**src/rtl/jtshouse_scr_pkg.sv**
```systemverilog
// Shared constants and state type for the C123 tilemap fetch scheduler.
package jtshouse_scr_pkg;

  localparam int unsigned NLYR    = 6;
  localparam int unsigned LyrIdxW = 3;
  localparam int unsigned TmapAw  = 14;
  localparam int unsigned TmapDw  = 16;
  localparam int unsigned RowW    = 3;
  localparam int unsigned CodeW   = 14;
  localparam int unsigned MaskAw  = CodeW + RowW;
  localparam int unsigned MaskDw  = 8;

  typedef enum logic [2:0] {
    StIdle,
    StAddr,
    StData,
    StWait0,
    StWait,
    StAck
  } scr_st_e;

endpackage

```
**src/rtl/jtshouse_scr_penc.sv**
```systemverilog
// Lowest-index-wins priority encoder over the per-layer pending bits.
module jtshouse_scr_penc
  import jtshouse_scr_pkg::*;
(
  input  logic [NLYR-1:0]    req_i,
  output logic               valid_o,
  output logic [LyrIdxW-1:0] idx_o
);

  always_comb begin
    valid_o = |req_i;
    idx_o   = '0;
    for (int i = int'(NLYR) - 1; i >= 0; i--) begin
      if (req_i[i]) idx_o = LyrIdxW'(i);
    end
  end

endmodule

```
**src/rtl/jtshouse_scr_fetch.sv**
```systemverilog
// Tile fetch scheduler: arbitrates layer reload requests and sequences the
// tilemap BRAM read followed by the mask SDRAM read, one layer at a time.
module jtshouse_scr_fetch
  import jtshouse_scr_pkg::*;
#(
  parameter int unsigned MISSW = 8
) (
  input  logic                   clk,
  input  logic                   rst_n,
  input  logic                   hs_i,
  input  logic [NLYR-1:0]        req_set_i,
  input  logic [NLYR*TmapAw-1:0] lyr_addr_i,
  input  logic [NLYR*RowW-1:0]   lyr_sub_i,
  output logic [TmapAw-1:0]      tmap_addr_o,
  input  logic [TmapDw-1:0]      tmap_data_i,
  output logic [MaskAw-1:0]      mask_addr_o,
  output logic                   mask_cs_o,
  input  logic                   mask_ok_i,
  input  logic [MaskDw-1:0]      mask_data_i,
  output logic [NLYR-1:0]        ack_o,
  output logic [CodeW-1:0]       ack_code_o,
  output logic [MaskDw-1:0]      ack_mask_o,
  output logic                   busy_o,
  output logic [MISSW-1:0]       miss_cnt_o
);

  scr_st_e              state_q, state_d;
  logic [NLYR-1:0]      pend_q, pend_d;
  logic                 rereq_q, rereq_d;
  logic [LyrIdxW-1:0]   g_q, g_d;
  logic [RowW-1:0]      row_q, row_d;
  logic [TmapAw-1:0]    tmap_addr_q, tmap_addr_d;
  logic [CodeW-1:0]     code_q, code_d;
  logic [MaskAw-1:0]    mask_addr_q, mask_addr_d;
  logic                 mask_cs_q, mask_cs_d;
  logic [NLYR-1:0]      ack_q, ack_d;
  logic [CodeW-1:0]     ack_code_q, ack_code_d;
  logic [MaskDw-1:0]    ack_mask_q, ack_mask_d;
  logic [MISSW-1:0]     miss_q, miss_d;
  logic                 hs_q;

  logic                 hs_rise;
  logic                 grant_vld;
  logic [LyrIdxW-1:0]   grant_idx;
  logic [NLYR-1:0]      grant_oh;
  logic                 unused_tmap_hi;

  assign hs_rise        = hs_i & ~hs_q;
  assign grant_oh       = NLYR'(1) << g_q;
  assign unused_tmap_hi = ^tmap_data_i[TmapDw-1:CodeW];

  jtshouse_scr_penc u_penc (
    .req_i   (pend_q),
    .valid_o (grant_vld),
    .idx_o   (grant_idx)
  );

  always_comb begin
    state_d     = state_q;
    pend_d      = pend_q;
    rereq_d     = rereq_q;
    g_d         = g_q;
    row_d       = row_q;
    tmap_addr_d = tmap_addr_q;
    code_d      = code_q;
    mask_addr_d = mask_addr_q;
    mask_cs_d   = mask_cs_q;
    ack_d       = '0;
    ack_code_d  = ack_code_q;
    ack_mask_d  = ack_mask_q;
    miss_d      = miss_q;

    if (hs_rise) begin
      // Line is over: drop everything, including requests arriving this cycle.
      state_d   = StIdle;
      pend_d    = '0;
      rereq_d   = 1'b0;
      mask_cs_d = 1'b0;
      if ((|pend_q || state_q != StIdle) && miss_q != '1) begin
        miss_d = miss_q + MISSW'(1);
      end
    end else begin
      pend_d = pend_q | req_set_i;
      unique case (state_q)
        StIdle: begin
          if (grant_vld) begin
            g_d         = grant_idx;
            tmap_addr_d = lyr_addr_i[TmapAw*32'(grant_idx) +: TmapAw];
            row_d       = lyr_sub_i[RowW*32'(grant_idx) +: RowW];
            rereq_d     = 1'b0;
            state_d     = StAddr;
          end
        end
        StAddr: state_d = StData;
        StData: begin
          code_d      = tmap_data_i[CodeW-1:0];
          mask_addr_d = {tmap_data_i[CodeW-1:0], row_q};
          mask_cs_d   = 1'b1;
          state_d     = StWait0;
        end
        // First cycle after mask_cs may still see the previous slot's ok.
        StWait0: state_d = StWait;
        StWait: begin
          if (mask_ok_i) begin
            mask_cs_d  = 1'b0;
            ack_d      = grant_oh;
            ack_code_d = code_q;
            ack_mask_d = mask_data_i;
            state_d    = StAck;
          end
        end
        StAck: begin
          if (!rereq_q) pend_d = (pend_q & ~grant_oh) | req_set_i;
          state_d = StIdle;
        end
        default: state_d = StIdle;
      endcase
      // A repeat request for the layer being served must survive its ack.
      if (state_q != StIdle && |(req_set_i & grant_oh)) rereq_d = 1'b1;
    end
  end

  always_ff @(posedge clk or negedge rst_n) begin
    if (!rst_n) begin
      state_q     <= StIdle;
      pend_q      <= '0;
      rereq_q     <= 1'b0;
      g_q         <= '0;
      row_q       <= '0;
      tmap_addr_q <= '0;
      code_q      <= '0;
      mask_addr_q <= '0;
      mask_cs_q   <= 1'b0;
      ack_q       <= '0;
      ack_code_q  <= '0;
      ack_mask_q  <= '0;
      miss_q      <= '0;
      hs_q        <= 1'b0;
    end else begin
      state_q     <= state_d;
      pend_q      <= pend_d;
      rereq_q     <= rereq_d;
      g_q         <= g_d;
      row_q       <= row_d;
      tmap_addr_q <= tmap_addr_d;
      code_q      <= code_d;
      mask_addr_q <= mask_addr_d;
      mask_cs_q   <= mask_cs_d;
      ack_q       <= ack_d;
      ack_code_q  <= ack_code_d;
      ack_mask_q  <= ack_mask_d;
      miss_q      <= miss_d;
      hs_q        <= hs_i;
    end
  end

  assign tmap_addr_o = tmap_addr_q;
  assign mask_addr_o = mask_addr_q;
  assign mask_cs_o   = mask_cs_q;
  assign ack_o       = ack_q;
  assign ack_code_o  = ack_code_q;
  assign ack_mask_o  = ack_mask_q;
  assign busy_o      = |pend_q || state_q != StIdle;
  assign miss_cnt_o  = miss_q;

endmodule

```
**config.mk**
```make
export PLATFORM = sky130hd
export DESIGN_NAME = jtshouse_scr_fetch
export DESIGN_NICKNAME = d
export VERILOG_FILES = /design/src/rtl/jtshouse_scr_pkg.sv /design/src/rtl/jtshouse_scr_penc.sv /design/src/rtl/jtshouse_scr_fetch.sv
export SDC_FILE = /design/constraint.sdc
export NUM_CORES = 1
export LEC_CHECK = 0
export CORE_ASPECT_RATIO = 0.5
export CORE_MARGIN = 5
export CORE_UTILIZATION = 37
export CTS_CLUSTER_DIAMETER = 40
export CTS_CLUSTER_SIZE = 20
export DETAILED_ROUTE_END_ITERATION = 8
export PLACE_DENSITY = 0.77
export SETUP_SLACK_MARGIN = 0.05
export SYNTH_ARGS = -nofsm -noshare
export SYNTH_HDL_FRONTEND = slang
export SYNTH_HIERARCHICAL = 1
export SYNTH_SLANG_ARGS = --single-unit
```
**constraint.sdc**
```tcl
create_clock -name clk -period 2.5 [get_ports clk]
set_clock_uncertainty 0.1 [all_clocks]
set_input_delay 0.5 -clock clk [delete_from_list [all_inputs] [get_ports clk]]
set_output_delay 0.5 -clock clk [all_outputs]
set_load 0.05 [all_outputs]
```
* Word level (Yosys, flattened, before mapping)
Index checks and enable logic that the tools add are counted.
** Word-level totals
- Flip-flop bits (word level) :: 99
- Latch bits :: 0
- Memory bits (writable) :: 0
- Bits in read-only memories :: 0
- Output and inout bits :: 69
- Logic and storage cells :: 76
- Memories :: 0
** Cells by class
- Add/sub/neg operators :: 1
- Multiply operators :: 2
- Divide/modulo/power cells :: 0
- $lt $le $gt $ge :: 0
- Eq/ne operators :: 8
- Shifts and indexed selects :: 3
- Mux-type cells :: 23
- Bitwise operators :: 8
- Reductions and logical operators :: 17
** Operators by type and width (count)
- 84-bit by 8-bit indexed part select with 14-bit output :: 1
- 6-bit two-way mux :: 6
- 3-bit two-way mux :: 9
- 18-bit by 6-bit indexed part select with 3-bit output :: 1
- 3-bit case mux with 5 select lines :: 1
- 6-bit AND :: 2
- 6-bit OR :: 2
- 3-bit nonzero test :: 4
- 6-bit OR reduction :: 2
- 2-bit AND reduction :: 5
- 8-bit by 1-bit adder with 8-bit output, second input constant :: 1
- 8-bit inequality test, second input constant :: 1
- 3-bit by 2-bit == test with 1-bit output, second input constant :: 2
- 3-bit == test, second input constant :: 2
- 3-bit by 3-bit multiplier with 6-bit output, first input constant :: 1
- 1-bit two-way mux :: 6
- 3-bit inequality test, second input constant :: 2
- 6-bit NOT :: 1
- 3-bit AND reduction :: 2
- 1-bit by 3-bit << shifter with 6-bit output, first input constant :: 1
- 2-bit by 3-bit multiplier with 5-bit output, first input constant :: 1
- 3-bit by 1-bit == test with 1-bit output, second input constant :: 1
- 3-bit zero test :: 1
- 1-bit logical AND :: 2
- 4 further kinds :: 5

* Longest topological paths before layout
Gate-level depths: netlist of run 1.
- Depth in word-level cells :: 8
- Depth in mapped cells :: 8

* By module
The synthesis of run 1 kept the hierarchy.
** Modules (own cells, without submodules)
- jtshouse_scr_fetch :: instances 1, cells each 326, area an instance 4159.0 sq um, seq. area each 2127.0 sq um
- jtshouse_scr_penc :: instances 1, cells each 10, area an instance 52.6 sq um, seq. area each 0.0 sq um

* Least setup slack after synthesis of run 1
Ideal clock, no wire load.
- Path kind :: reg2reg
- Start :: register pend_q[4]
- End :: register tmap_addr_q[10], in the netlist tmap_addr_o[10]
- Setup time :: 0.126 ns
- Arrival time :: 2.095 ns
- Setup slack :: 0.179 ns
- Cell stages (with the launch flop) :: 8
- Cells stage by stage :: dfrtp_1 nand2b_1 a221oi_1 buf_2 buf_2 mux4_2 a22oi_1 a21oi_1
** Between the ends
- Longest elaborated chain between the ends :: 7
- Elaborated cells on any way between the ends :: 9
- Classes of those cells :: mul (1); shift (1); mux (5); reduce/logical (2)
** Ends and longest elaborated chain
- start: declaration :: line jtshouse_scr_fetch.sv:28 : logic [NLYR-1:0] pend_q, pend_d;
- start signal: assignment :: line jtshouse_scr_fetch.sv:141 : pend_q <= pend_d;
- 3-bit two-way mux (5 in a row) :: line jtshouse_scr_penc.sv:14 : if (req_i[i]) idx_o = LyrIdxW'(i);
- named net grant_idx[0] :: line jtshouse_scr_fetch.sv:44 : logic [LyrIdxW-1:0] grant_idx;
- 3-bit by 3-bit multiplier with 6-bit output :: line jtshouse_scr_fetch.sv:88 : tmap_addr_d = lyr_addr_i[TmapAw*32'(grant_idx) +: TmapAw];
- 84-bit by 8-bit indexed part select with 14-bit output :: line jtshouse_scr_fetch.sv:88
- end signal: assignment :: line jtshouse_scr_fetch.sv:145 : tmap_addr_q <= tmap_addr_d;
- end: declaration :: line jtshouse_scr_fetch.sv:32 : logic [TmapAw-1:0] tmap_addr_q, tmap_addr_d;
The timed path passes the listed nets, and every way through them passes these cells.
A chain may end at the register's enable or synchronous reset.

* Worst setup path after layout of run 1
- Start :: register state_q[1]
- End :: output busy_o
** Between the ends
- Longest elaborated chain between the ends :: 2
** Ends and longest elaborated chain
- start: declaration :: line jtshouse_scr_fetch.sv:27 : scr_st_e state_q, state_d;
- start signal: assignment :: line jtshouse_scr_fetch.sv:125 : state_q <= StIdle;
- start signal: assignment :: line jtshouse_scr_fetch.sv:140 : state_q <= state_d;
- 3-bit nonzero test :: line jtshouse_scr_fetch.sv:163 : assign busy_o = |pend_q || state_q != StIdle;
- 1-bit logical OR :: line jtshouse_scr_fetch.sv:163
- end: declaration :: line jtshouse_scr_fetch.sv:23 : output logic busy_o,
No other way between the ends.

==> results of run 1 <==
power by group through the flow:
| stage | Sequential, mW | Combinational, mW | Clock [mW] |
|---|---|---|---|
| after floorplan | 3.88 | 1.20 | 0 |
| after global placement | 2.33 | 4.19 | 0 |
| after detailed placement | 2.37 | 4.25 | 0 |
| after CTS | 2.35 | 4.26 | 1.39 |
| after global routing | 2.43 | 4.43 | 1.45 |
| final | 2.34 | 4.21 | 1.35 |
placed cells by master (no fill, tap or decap), types with 2 or more instances in the layout:
master and instances:
sky130_fd_sc_hd__nand3b_1 4, sky130_fd_sc_hd__mux4_2 17, sky130_fd_sc_hd__a21oi_1 25, sky130_fd_sc_hd__nor3_1 5, sky130_fd_sc_hd__dfrtp_1 85, sky130_fd_sc_hd__nand2b_1 4
sky130_fd_sc_hd__inv_1 7, sky130_fd_sc_hd__nor2b_1 2, sky130_fd_sc_hd__xnor2_1 2, sky130_fd_sc_hd__clkinvlp_4 2, sky130_fd_sc_hd__or3_1 2, sky130_fd_sc_hd__buf_4 14
sky130_fd_sc_hd__nor4_1 4, sky130_fd_sc_hd__and3_1 3, sky130_fd_sc_hd__mux2_2 59, sky130_fd_sc_hd__clkbuf_8 2, sky130_fd_sc_hd__o21ai_0 4, sky130_fd_sc_hd__clkbuf_16 9
sky130_fd_sc_hd__buf_12 3, sky130_fd_sc_hd__clkdlybuf4s50_1 200, sky130_fd_sc_hd__nand2_1 7, sky130_fd_sc_hd__mux2i_1 2, sky130_fd_sc_hd__nor2_1 32, sky130_fd_sc_hd__nor3_2 2
sky130_fd_sc_hd__xor2_1 5, sky130_fd_sc_hd__a22oi_1 18, sky130_fd_sc_hd__nand3_1 5
per-stage QoR:
step	cell area (sq um)	cells	power [mW]	worst slack [ns]
2_1_floorplan	4210	336	5.08	0.179
3_3_place_gp	6460	675	6.53	0.152
3_5_place_dp	6460	675	6.62	0.137
4_1_cts	6780	691	8.00	0.219
5_1_grt	6780	691	8.31	0.0735
6_report	6780	691	7.91	0.240
layer usage:
| layer | GRT usage | vias up |
|---|---|---|
| met5 | 0 | - |
| li1 | - | 1642 |
| met1 | 0.199 | 1675 |
| met4 | 0.0441 | 0 |
| met2 | 0.320 | 117 |
| met3 | 0.0485 | 10 |
state kept, by name (all words and copies together), names as in the netlist:
register     cells
mask_addr_o      3
ack_mask_o       8
ack_o            6
code_q          14
ack_code_o      14
state_q          3
mask_cs_o        1
row_q            3
miss_cnt_o       8
g_q              3
pend_q           6
hs_q             1
tmap_addr_o     14
rereq_q          1
logic make-up (layout without fill, tap and decap cells):
group | count (synthesis) | in the layout
AO/OA/AOI/OAI | 53 | 53
XOR/XNOR | 7 | 7
buffers and inverters | 31 | 241
adder cells (fa/ha/maj) | 1 | 1
flip-flops | 85 | 85
multiplexers | 79 | 79
AND/OR/NAND/NOR | 80 | 80
worst register-to-register path, delay by kind of cell (launching register included):
family	cells	cell delay [ns]
AO/OA/AOI/OAI	3	0.57
buffers and inverters	1	0.27
flip-flops	1	0.41
multiplexers	1	0.57
AND/OR/NAND/NOR	1	0.19
cell type report:
| cell class | count | area, sq um |
|---|---|---|
| Clock buffer | 11 | 253 |
| Clock inverter | 5 | 58.8 |
| Fill cell | 918 | 4270 |
| Inverter | 8 | 30.0 |
| Multi-Input combinational cell | 220 | 1960 |
| Sequential cell | 85 | 2130 |
| Tap cell | 145 | 181 |
| Timing Repair Buffer | 217 | 2170 |
final timing paths:
path                                from              to  cells past startpoint
max reg2reg                    pend_q[4]  tmap_addr_o[9]                      6
min                                rst_n      code_q[12]                      1
max                           state_q[1]          busy_o                      4
min in group clk           miss_cnt_o[5]   miss_cnt_o[5]                      1
min reg2reg                miss_cnt_o[5]   miss_cnt_o[5]                      1
max in group asynchronous          rst_n        row_q[0]                      2
==> metrics.txt, run 1 <==
# TYPE chip_impl_metric gauge
chip_impl_metric{name="fmaxAchievable",unit="GHz"} 0.442
chip_impl_metric{name="cts_bufs_inserted",unit=""} 9
chip_impl_metric{name="seq_area_frac_synth",unit=""} 0.505
chip_impl_metric{name="num_antenna_cells",unit=""} 0
chip_impl_metric{name="numPortBuffers",unit=""} 202
chip_impl_metric{name="crit_path_max_fanout",unit=""} 10
chip_impl_metric{name="drt_pass_1_iters",unit=""} 4
chip_impl_metric{name="setup_total_negative_slack",unit="ns"} 0
chip_impl_info{name="yosysMostFrequentCell",value="sky130_fd_sc_hd__dfrtp_1"} 1
chip_impl_metric{name="largest_net_degree_at_the_start_of_global_routing",unit=""} 46
chip_impl_metric{name="setup_bufs_post_cts",unit=""} 0
chip_impl_metric{name="complex_gate_fraction_of_the_synthesized_area",unit=""} 0.0781
chip_impl_metric{name="drt-vias-per-instance",unit=""} 4.98
chip_impl_metric{name="synthesis.instances",unit=""} 336
chip_impl_metric{name="synth.cell_area",unit="sq mm"} 0.00421
chip_impl_metric{name="final_net_count",unit=""} 678
chip_impl_info{name="post_synth_most_frequent_cells",value="sky130_fd_sc_hd__dfrtp_1, sky130_fd_sc_hd__mux2_2, sky130_fd_sc_hd__nor2_1"} 1
chip_impl_info{name="critical_path.cell_chain",value="nor3_2, and3_1, inv_1, buf_4"} 1
chip_impl_metric{name="fp.coreArea",unit="sq mm"} 0.0110
chip_impl_metric{name="max-clock-path-buffers",unit=""} 2
chip_impl_metric{name="synth_top_area_share",unit=""} 0.505
chip_impl_metric{name="intPower",unit="mW"} 4.45
chip_impl_metric{name="routedWlPerCell",unit="um"} 16.9
chip_impl_metric{name="final.hold.worst_slack",unit="ns"} 0.0644
chip_impl_metric{name="first_global_vias",unit=""} 3792
chip_impl_metric{name="switching_share",unit=""} 0.437
chip_impl_metric{name="clkPwrFrac",unit=""} 0.171
chip_impl_metric{name="post_synth_and_or_nand_nor_area_fraction",unit=""} 0.105
chip_impl_metric{name="tightestPinTransition",unit="ns"} 0.580
chip_impl_metric{name="power.sequential.fraction",unit=""} 0.296
chip_impl_metric{name="slowest_delay",unit="ns"} 0.49
chip_impl_metric{name="cts.repair.resized",unit=""} 0
chip_impl_info{name="cpMaxStageDelayCell",value="sky130_fd_sc_hd__dfrtp_1"} 1
chip_impl_metric{name="core.rowCount",unit=""} 27
chip_impl_metric{name="die-area",unit="sq mm"} 0.0137
chip_impl_metric{name="routabilityCongestion",unit=""} 0.827
chip_impl_metric{name="cp_data_required_time",unit="ns"} 1.90
chip_impl_info{name="yosysTopAreaCell",value="sky130_fd_sc_hd__dfrtp_1"} 1
chip_impl_info{name="min-delay-path-class",value="input port to async pin"} 1
chip_impl_metric{name="grtUsageTotal",unit=""} 0.173
chip_impl_info{name="synth_top_family_by_area",value="multiplexers"} 1
chip_impl_metric{name="cp_data_arrival_time",unit="ns"} 1.66
chip_impl_metric{name="htree_num_levels",unit=""} 3
chip_impl_metric{name="m1WireLength",unit="um"} 4690
chip_impl_metric{name="synth_edf_count",unit=""} 0
chip_impl_metric{name="grt_first_pass_wirelength",unit="um"} 19000
chip_impl_metric{name="drive_gt1_frac",unit=""} 0.214
chip_impl_metric{name="number_of_pins_with_negative_max_slew_slack_in_the_final_report",unit=""} 0
chip_impl_info{name="tritoncts",value="done"} 1
chip_impl_metric{name="vias",unit=""} 3444
chip_impl_metric{name="fin_util",unit=""} 0.613
chip_impl_metric{name="route.antenna.remaining_nets",unit=""} 0
chip_impl_metric{name="power_leakage",unit="nW"} 2.71
chip_impl_metric{name="power.combinational.fraction",unit=""} 0.533
chip_impl_metric{name="ys_warns",unit=""} 6
chip_impl_info{name="critPathCaptureType",value="output pin"} 1
chip_impl_metric{name="postSynthNetCount",unit=""} 473
chip_impl_metric{name="finalHoldViolations",unit=""} 0
chip_impl_metric{name="period_needed",unit="ns"} 2.26
chip_impl_metric{name="initial_antenna_violation_count",unit=""} 0
chip_impl_info{name="synth-main-ff-cell",value="sky130_fd_sc_hd__dfrtp_1"} 1
chip_impl_metric{name="maxCapViolCount",unit=""} 0
chip_impl_info{name="highest_layer",value="met4"} 1
chip_impl_metric{name="area_delta_synth_final",unit="%"} 60.9
chip_impl_info{name="critPathTopFamily",value="simple AND/OR/NAND/NOR gates"} 1
chip_impl_info{name="result_of_the_run",value="finished clean"} 1
chip_impl_metric{name="synth-xor-area-share",unit=""} 0.0146
chip_impl_metric{name="die-height",unit="um"} 85.4
chip_impl_metric{name="hold_buffers",unit=""} 0
chip_impl_metric{name="global_route.overflow_total",unit=""} 0
chip_impl_metric{name="numClockSinks",unit=""} 85
chip_impl_info{name="timing_worst_setup_path_type",value="flip-flop to output pin"} 1
chip_impl_metric{name="pwr_per_cell_area",unit="mW/mm^2"} 1170
chip_impl_metric{name="max-slew-margin-rel",unit=""} 0.613
chip_impl_metric{name="power_switching",unit="mW"} 3.46
chip_impl_metric{name="cp_num_buf_inv",unit=""} 2
chip_impl_metric{name="ys_seq_elements",unit=""} 85
chip_impl_info{name="grt_setup_unrepaired",value="false"} 1
chip_impl_metric{name="max-vdd-ir-drop",unit="mV"} 0.501
chip_impl_metric{name="cts.reportedPaths.clkPinSlew",unit="ns"} 0.06
chip_impl_metric{name="synth-async-reset-ratio",unit=""} 1.00
chip_impl_metric{name="drt_iter0_markers",unit=""} 107
chip_impl_metric{name="design.portCount",unit=""} 205
chip_impl_metric{name="synthDistinctLibCells",unit=""} 44
chip_impl_metric{name="post_synth_mux_area_share",unit=""} 0.256
chip_impl_metric{name="period_utilization",unit=""} 0.904
chip_impl_metric{name="drc",unit=""} 0
chip_impl_metric{name="post_synth_fa_ha_maj_area_fraction",unit=""} 0.00297
chip_impl_metric{name="clkLatencyLatePin",unit="ns"} 0.33
chip_impl_metric{name="dp.final_hpwl",unit="um"} 9140
chip_impl_info{name="cts_root_buffer",value="sky130_fd_sc_hd__clkbuf_16"} 1
chip_impl_info{name="netlist_top_cells_area",value="sky130_fd_sc_hd__dfrtp_1, sky130_fd_sc_hd__mux2_2, sky130_fd_sc_hd__mux4_2"} 1
chip_impl_metric{name="finalSetupViolations",unit=""} 0
chip_impl_metric{name="met2_length",unit="um"} 6110
chip_impl_metric{name="postRouteWirelength",unit="um"} 11700
chip_impl_metric{name="ff2ff_setup_slack",unit="ns"} 0.26
chip_impl_metric{name="syn_area_per_cell",unit="sq um"} 12.5
chip_impl_metric{name="floorplan.die.width",unit="um"} 161
chip_impl_metric{name="floorplan.initialDensity",unit=""} 0.381
chip_impl_info{name="worstSetupStartpointType",value="flip-flop"} 1
chip_impl_metric{name="met3WireLength",unit="um"} 777
No activity file was read; power rests on OpenSTA's default activity.
==> run 2: changes to the inputs <==
--- a/config.mk
+++ b/config.mk
@@ -7,11 +7,12 @@
 export LEC_CHECK = 0
 export CORE_ASPECT_RATIO = 0.5
 export CORE_MARGIN = 5
-export CORE_UTILIZATION = 37
+export CORE_UTILIZATION = 55
 export CTS_CLUSTER_DIAMETER = 40
 export CTS_CLUSTER_SIZE = 20
 export DETAILED_ROUTE_END_ITERATION = 8
-export PLACE_DENSITY = 0.77
+export DONT_BUFFER_PORTS = 1
+export PLACE_DENSITY = 0.73
 export SETUP_SLACK_MARGIN = 0.05
 export SYNTH_ARGS = -nofsm -noshare
 export SYNTH_HDL_FRONTEND = slang
==> run 2 against run 1 <==
First-iteration DRC count increased by 2.8%. Total power fell by 13%. Sequential share of layout area grew 14 points. Global-route usage is 2.7 points higher. Register-to-register slack got worse by 0.03 ns. Clock-buffer cell count down 1. The run now ends with negative hold slack left. Setup slack worse by 0.066 ns.
==> metrics.txt, run 2 (synthesis results as in run 1) <==
# TYPE chip_impl_metric gauge
chip_impl_info{name="result_of_the_run",value="complete, but fails checks"} 1
chip_impl_info{name="violations_in_the_final_reports",value="negative hold slack"} 1
chip_impl_metric{name="drive_gt1_frac",unit=""} 0.338
chip_impl_metric{name="dp.final_hpwl",unit="um"} 7060
chip_impl_info{name="mostFrequentLayoutCell",value="sky130_fd_sc_hd__dfrtp_1"} 1
chip_impl_metric{name="core.rowCount",unit=""} 22
chip_impl_metric{name="drc",unit=""} 0
chip_impl_metric{name="drt_iter0_markers",unit=""} 110
chip_impl_info{name="crit_path_start",value="state_q[0]"} 1
chip_impl_metric{name="num_antenna_cells",unit=""} 0
chip_impl_metric{name="finalSetupViolations",unit=""} 0
chip_impl_info{name="grt_setup_unrepaired",value="false"} 1
chip_impl_metric{name="routedWlPerCell",unit="um"} 21.4
chip_impl_metric{name="area_delta_synth_final",unit="%"} 11.6
chip_impl_metric{name="initial_antenna_violation_count",unit=""} 0
chip_impl_metric{name="ff2ff_setup_slack",unit="ns"} 0.23
chip_impl_metric{name="htree_num_levels",unit=""} 3
chip_impl_metric{name="max-vdd-ir-drop",unit="mV"} 0.469
chip_impl_metric{name="pwr_per_cell_area",unit="mW/mm^2"} 1460
chip_impl_metric{name="cp_data_required_time",unit="ns"} 1.90
chip_impl_info{name="destination_of_the_worst_register_to_register_timing_path",value="tmap_addr_o[0]"} 1
chip_impl_metric{name="drt-vias-per-instance",unit=""} 6.19
chip_impl_metric{name="setup_bufs_post_cts",unit=""} 0
chip_impl_info{name="critPathCaptureType",value="output pin"} 1
chip_impl_metric{name="total_power_after_layout",unit="mW"} 6.85
chip_impl_metric{name="fp.coreArea",unit="sq mm"} 0.00738
chip_impl_metric{name="setup_total_negative_slack",unit="ns"} 0
chip_impl_metric{name="grtUsageTotal",unit=""} 0.200
chip_impl_metric{name="final_net_count",unit=""} 478
chip_impl_metric{name="numPortBuffers",unit=""} 0
chip_impl_info{name="worstSetupStartpointType",value="flip-flop"} 1
chip_impl_metric{name="route.antenna.remaining_nets",unit=""} 0
chip_impl_info{name="layout_common_cells",value="sky130_fd_sc_hd__dfrtp_1, sky130_fd_sc_hd__mux2_2, sky130_fd_sc_hd__nor2_1, sky130_fd_sc_hd__a21oi_1, sky130_fd_sc_hd__a22oi_1"} 1
chip_impl_metric{name="dpl-instance-area",unit="sq mm"} 0.00438
chip_impl_metric{name="tightestPinTransition",unit="ns"} 0.550
chip_impl_metric{name="floorplan.die.width",unit="um"} 134
chip_impl_metric{name="vias",unit=""} 2738
chip_impl_metric{name="floorplan.initialDensity",unit=""} 0.571
chip_impl_metric{name="largest_net_degree_at_the_start_of_global_routing",unit=""} 86
chip_impl_metric{name="fin_util",unit=""} 0.637
chip_impl_metric{name="postRouteWirelength",unit="um"} 9440
chip_impl_metric{name="cts_bufs_inserted",unit=""} 9
chip_impl_metric{name="die-height",unit="um"} 71.9
chip_impl_metric{name="grt_first_pass_wirelength",unit="um"} 15300
chip_impl_info{name="min-delay-path-class",value="input port to async pin"} 1
chip_impl_metric{name="die-area",unit="sq mm"} 0.00961
chip_impl_metric{name="crit_path_max_fanout",unit=""} 11
chip_impl_metric{name="power_leakage",unit="nW"} 1.95
chip_impl_metric{name="fmaxAchievable",unit="GHz"} 0.430
chip_impl_metric{name="finalHoldViolations",unit=""} 85
chip_impl_info{name="timing_worst_setup_path_type",value="flip-flop to output pin"} 1
chip_impl_metric{name="maxCapViolCount",unit=""} 0
chip_impl_metric{name="final.hold.worst_slack",unit="ns"} -0.238
chip_impl_metric{name="drt_pass_1_iters",unit=""} 5
chip_impl_info{name="r2r_start",value="pend_q[0]"} 1
chip_impl_metric{name="cp_data_arrival_time",unit="ns"} 1.73
chip_impl_metric{name="clkLatencyLatePin",unit="ns"} 0.33
chip_impl_metric{name="reg2regPathDepth",unit=""} 6
chip_impl_metric{name="first_global_vias",unit=""} 2937
chip_impl_metric{name="max-clock-path-buffers",unit=""} 2
chip_impl_metric{name="period_utilization",unit=""} 0.931
chip_impl_metric{name="design_area",unit="sq mm"} 0.00470
chip_impl_metric{name="fillCellCount",unit=""} 576
chip_impl_metric{name="cts.reportedPaths.clkPinSlew",unit="ns"} 0.06
chip_impl_info{name="cts_root_buffer",value="sky130_fd_sc_hd__clkbuf_16"} 1
chip_impl_metric{name="max-slew-margin-rel",unit=""} 0.633
chip_impl_metric{name="routabilityCongestion",unit=""} 0.814
chip_impl_metric{name="period_needed",unit="ns"} 2.33
chip_impl_info{name="tritoncts",value="done"} 1
chip_impl_metric{name="numClockSinks",unit=""} 85
chip_impl_metric{name="number_of_pins_with_negative_max_slew_slack_in_the_final_report",unit=""} 0
chip_impl_metric{name="cts.repair.resized",unit=""} 0
chip_impl_info{name="crit_path_end",value="busy_o"} 1
chip_impl_metric{name="design.portCount",unit=""} 205
chip_impl_metric{name="global_route.overflow_total",unit=""} 0
-- run 2: worst min path at each step --
stage / startpoint / endpoint / slack (ns) / cells past startpoint
floorplan: rst_n / ack_code_o[0] / 0.10 / 0
CTS: rst_n / pend_q[0] / -0.25 / 0
detailed placement: rst_n / pend_q[0] / 0.11 / 0
finish: rst_n / tmap_addr_o[0] / -0.24 / 0
global placement: rst_n / tmap_addr_o[0] / 0.11 / 0
global route: rst_n / ack_o[1] / -0.26 / 0
-- run 2: cell type report --
| type | instances | area (sq um) | share of cell area |
|---|---|---|---|
| Inverter | 8 | 30.0 | 0.00639 |
| Sequential cell | 85 | 2130 | 0.452 |
| Tap cell | 96 | 120 | 0.0255 |
| Clock inverter | 6 | 86.3 | 0.0184 |
| Multi-Input combinational cell | 220 | 1960 | 0.417 |
| Timing Repair Buffer | 17 | 140 | 0.0298 |
| Clock buffer | 10 | 239 | 0.0508 |
-- run 2: metrics by stage --
| stage | std cells | worst slack (ns) |
|---|---|---|
| floorplan | 336 | 0.179 |
| global placement | 426 | 0.259 |
| detailed placement | 426 | 0.254 |
| CTS | 442 | 0.142 |
| global route | 442 | 0.0615 |
| finish | 442 | 0.173 |
-- run 2: where the power goes --
| part | leakage [nW] | total (mW) | internal (mW) | switching (mW) |
|---|---|---|---|---|
| combinational | 0.751 | 1.54 | 0.785 | 0.760 |
| sequential | 1.04 | 3.89 | 1.90 | 2.00 |
| clock | 0.158 | 1.42 | 0.899 | 0.516 |
-- run 2: per-layer routing --
metal | up-vias | track usage | share of wire
li1 | 1252 | - | -
met4 | 0 | 0.0673 | 0.018
met3 | 16 | 0.0638 | 0.072
met2 | 131 | 0.339 | 0.52
met1 | 1339 | 0.245 | 0.39
met5 | - | 0 | 0
-- run 2: critical path, cell delays in order, from the launching register on --
cell                      delay, ns
sky130_fd_sc_hd__dfrtp_1       0.53
sky130_fd_sc_hd__nor3_2        0.26
sky130_fd_sc_hd__and3_1        0.31
sky130_fd_sc_hd__inv_1         0.10
sky130_fd_sc_hd__buf_4         0.20
==> run 3: changes to the inputs <==
--- a/config.mk
+++ b/config.mk
@@ -16,5 +16,4 @@
 export SETUP_SLACK_MARGIN = 0.05
 export SYNTH_ARGS = -nofsm -noshare
 export SYNTH_HDL_FRONTEND = slang
-export SYNTH_HIERARCHICAL = 1
 export SYNTH_SLANG_ARGS = --single-unit
==> run 3 against run 2 <==
Area after synthesis decreased by 2.9%. Critical endpoint unchanged. Clock power grew 6%. Largest power group unchanged. Worst hold slack about the same. Global-route usage increased by 1.7 points. Design area down 2.9%. Synthesized cell count stayed put. Clock-buffer cell count is 1 higher. Sequential share of layout area rose by 1.4 points. Utilization shrank 1.1 points. Setup slack improved by 0.049 ns. The flow still finishes with violations (negative hold slack). Fmax is 2.1% higher. Die area shrank 2.5%.
==> metrics.txt, run 3 <==
# TYPE chip_impl_metric gauge
chip_impl_info{name="result_of_the_run",value="complete, but fails checks"} 1
chip_impl_info{name="violations_in_the_final_reports",value="negative hold slack"} 1
chip_impl_metric{name="fillCellCount",unit=""} 578
chip_impl_metric{name="ys_seq_elements",unit=""} 85
chip_impl_metric{name="drt_pass_1_iters",unit=""} 4
chip_impl_metric{name="cts.repair.resized",unit=""} 0
chip_impl_info{name="post_synth_most_frequent_cells",value="sky130_fd_sc_hd__dfrtp_1, sky130_fd_sc_hd__mux2_2, sky130_fd_sc_hd__o22ai_1"} 1
chip_impl_metric{name="clkLatencyLatePin",unit="ns"} 0.33
chip_impl_info{name="yosysMostFrequentCell",value="sky130_fd_sc_hd__dfrtp_1"} 1
chip_impl_metric{name="fp.coreArea",unit="sq mm"} 0.00729
chip_impl_info{name="tritoncts",value="done"} 1
chip_impl_metric{name="synth_edf_count",unit=""} 0
chip_impl_info{name="timing_worst_setup_path_type",value="flip-flop to output pin"} 1
chip_impl_info{name="synth-main-ff-cell",value="sky130_fd_sc_hd__dfrtp_1"} 1
chip_impl_metric{name="vias",unit=""} 2831
chip_impl_metric{name="max-vdd-ir-drop",unit="mV"} 0.956
chip_impl_metric{name="cts_bufs_inserted",unit=""} 9
chip_impl_metric{name="synth.cell_area",unit="sq mm"} 0.00409
chip_impl_metric{name="cp_data_arrival_time",unit="ns"} 1.68
chip_impl_metric{name="routabilityCongestion",unit=""} 0.876
chip_impl_metric{name="global_route.overflow_total",unit=""} 0
chip_impl_metric{name="synth-async-reset-ratio",unit=""} 1.00
chip_impl_metric{name="synth_top_area_share",unit=""} 0.520
chip_impl_info{name="grt_setup_unrepaired",value="false"} 1
chip_impl_metric{name="final-instance-count-excl-fill",unit=""} 444
chip_impl_metric{name="seq_area_frac_synth",unit=""} 0.520
chip_impl_info{name="critPathCaptureType",value="output pin"} 1
chip_impl_metric{name="num_antenna_cells",unit=""} 0
chip_impl_metric{name="first_global_vias",unit=""} 3053
chip_impl_metric{name="fmaxAchievable",unit="GHz"} 0.439
chip_impl_metric{name="finalHoldViolations",unit=""} 85
chip_impl_metric{name="drc",unit=""} 0
chip_impl_metric{name="dp_cells",unit=""} 428
chip_impl_metric{name="numClockSinks",unit=""} 85
chip_impl_metric{name="max-clock-path-buffers",unit=""} 2
chip_impl_metric{name="design_area",unit="sq mm"} 0.00457
chip_impl_info{name="layout_common_cells",value="sky130_fd_sc_hd__dfrtp_1, sky130_fd_sc_hd__mux2_2, sky130_fd_sc_hd__o22ai_1, sky130_fd_sc_hd__mux2i_1"} 1
chip_impl_metric{name="routedWlPerCell",unit="um"} 22.7
chip_impl_metric{name="die-area",unit="sq mm"} 0.00937
chip_impl_metric{name="synthDistinctLibCells",unit=""} 46
chip_impl_metric{name="period_utilization",unit=""} 0.911
chip_impl_info{name="yosysTopAreaCell",value="sky130_fd_sc_hd__dfrtp_1"} 1
chip_impl_metric{name="power_leakage",unit="nW"} 2.00
chip_impl_metric{name="synthesis.instances",unit=""} 336
chip_impl_metric{name="dpl-instance-area",unit="sq mm"} 0.00422
chip_impl_metric{name="number_of_pins_with_negative_max_slew_slack_in_the_final_report",unit=""} 0
chip_impl_metric{name="finalSetupViolations",unit=""} 0
chip_impl_metric{name="period_needed",unit="ns"} 2.28
chip_impl_metric{name="final_net_count",unit=""} 480
chip_impl_metric{name="worst_slack",unit="ns"} 0.222
chip_impl_metric{name="area_delta_synth_final",unit="%"} 11.6
chip_impl_metric{name="numPortBuffers",unit=""} 0
chip_impl_metric{name="dp.final_hpwl",unit="um"} 7570
chip_impl_metric{name="design.portCount",unit=""} 205
chip_impl_metric{name="drt_iter0_markers",unit=""} 133
chip_impl_info{name="cts_root_buffer",value="sky130_fd_sc_hd__clkbuf_16"} 1
chip_impl_metric{name="floorplan.initialDensity",unit=""} 0.561
chip_impl_metric{name="drt-vias-per-instance",unit=""} 6.38
chip_impl_info{name="worstSetupStartpointType",value="flip-flop"} 1
chip_impl_metric{name="postSynthNetCount",unit=""} 473
chip_impl_metric{name="setup_bufs_post_cts",unit=""} 0
chip_impl_metric{name="cp_data_required_time",unit="ns"} 1.90
chip_impl_metric{name="drive_gt1_frac",unit=""} 0.241
chip_impl_metric{name="postRouteWirelength",unit="um"} 10100
chip_impl_info{name="min-delay-path-class",value="input port to async pin"} 1
chip_impl_metric{name="die-height",unit="um"} 71.0
chip_impl_metric{name="post-place-ws",unit="ns"} 0.396
chip_impl_info{name="mostFrequentLayoutCell",value="sky130_fd_sc_hd__dfrtp_1"} 1
chip_impl_metric{name="ys_warns",unit=""} 0
chip_impl_metric{name="initial_antenna_violation_count",unit=""} 0
chip_impl_metric{name="final.hold.worst_slack",unit="ns"} -0.239
chip_impl_metric{name="crit_path_max_fanout",unit=""} 9
chip_impl_metric{name="tightestPinTransition",unit="ns"} 0.616
chip_impl_metric{name="pwr_per_cell_area",unit="mW/mm^2"} 1530
chip_impl_metric{name="syn_area_per_cell",unit="sq um"} 12.2
chip_impl_info{name="netlist_top_cells_area",value="sky130_fd_sc_hd__dfrtp_1, sky130_fd_sc_hd__mux2_2, sky130_fd_sc_hd__o22ai_1"} 1
chip_impl_metric{name="reg2regPathDepth",unit=""} 6
chip_impl_metric{name="setup_total_negative_slack",unit="ns"} 0
chip_impl_metric{name="core.rowCount",unit=""} 22
chip_impl_metric{name="largest_net_degree_at_the_start_of_global_routing",unit=""} 86
chip_impl_metric{name="grt_first_pass_wirelength",unit="um"} 16000
chip_impl_metric{name="cts.reportedPaths.clkPinSlew",unit="ns"} 0.06
chip_impl_metric{name="route.antenna.remaining_nets",unit=""} 0
chip_impl_metric{name="floorplan.die.width",unit="um"} 132
chip_impl_metric{name="grtUsageTotal",unit=""} 0.216
chip_impl_metric{name="max-slew-margin-rel",unit=""} 0.588
chip_impl_metric{name="maxCapViolCount",unit=""} 0
chip_impl_metric{name="htree_num_levels",unit=""} 3
-- run 3: changes by cell type after synthesis, sizes merged, moves of 16 or more --
cell / delta
mux4: -16
nor2: -16
mux2: -19
o22ai: +33
a21o: +16
a22oi: -18
a21oi: -17
mux2i: +17
o32ai: +17
-- run 3: path summary, 6_finish.rpt --
kind / start / end / slack [ns]
min in group clk: hs_i / hs_q / 0.10
setup reg to reg: pend_q[1] / tmap_addr_o[11] / 0.38
setup / recovery: pend_q[1] / busy_o / 0.22
hold / removal: rst_n / code_q[2] / -0.24
max in group asynchronous: rst_n / tmap_addr_o[4] / 2.37
hold reg to reg: row_q[0] / row_q[0] / 0.39
-- run 3: cells by family (layout without fill, tap and decap cells) --
kind of cell               Yosys count  count (layout)  share of synthesized area
DFF                                 85              85                      0.520
and+or+nand+nor                     69              69                      0.107
buffers and inverters               27              39                     0.0425
AOI/OAI and AO/OA                   85              85                      0.145
muxes                               61              61                      0.166
xor gates and xnor gates             8               8                     0.0171
adders and majority gates            1               1                    0.00306
-- run 3: through the flow --
stage | power [mW] | utilization
after floorplan | 5.12 | -
after global placement | 5.43 | 0.578
after detailed placement | 5.54 | 0.578
after CTS | 7.07 | 0.626
after global routing | 7.36 | 0.626
final | 6.99 | 0.626
-- run 3: area by class of cell --
type | count | area, sq um | area share
clock buffer | 11 | 243 | 0.0532
clock inverter | 5 | 108 | 0.0236
inverter | 5 | 18.8 | 0.00411
multi-input combinational | 224 | 1800 | 0.395
sequential | 85 | 2130 | 0.466
tap | 96 | 120 | 0.0263
timing repair buffer | 18 | 148 | 0.0323
-- run 3: worst max-delay path: stages (launching register included) --
cell,delay [ns]
sky130_fd_sc_hd__dfrtp_1,0.50
sky130_fd_sc_hd__nor4_4,0.47
sky130_fd_sc_hd__nand3_2,0.16
sky130_fd_sc_hd__buf_4,0.22
-- run 3: where the power goes --
part	internal, mW	switching, mW
Clock	1.01	0.506
Combinational	0.826	0.749
Sequential	1.90	2.01
-- run 3: per-layer routing --
layer | part of all wire | global-route usage | wire length [um] | vias up
met5 | 0 | 0 | 0 | -
met3 | 0.091 | 0.0881 | 912 | 10
met1 | 0.38 | 0.251 | 3860 | 1412
met4 | 0.013 | 0.0855 | 127 | 0
met2 | 0.51 | 0.363 | 5180 | 138
li1 | - | - | - | 1271
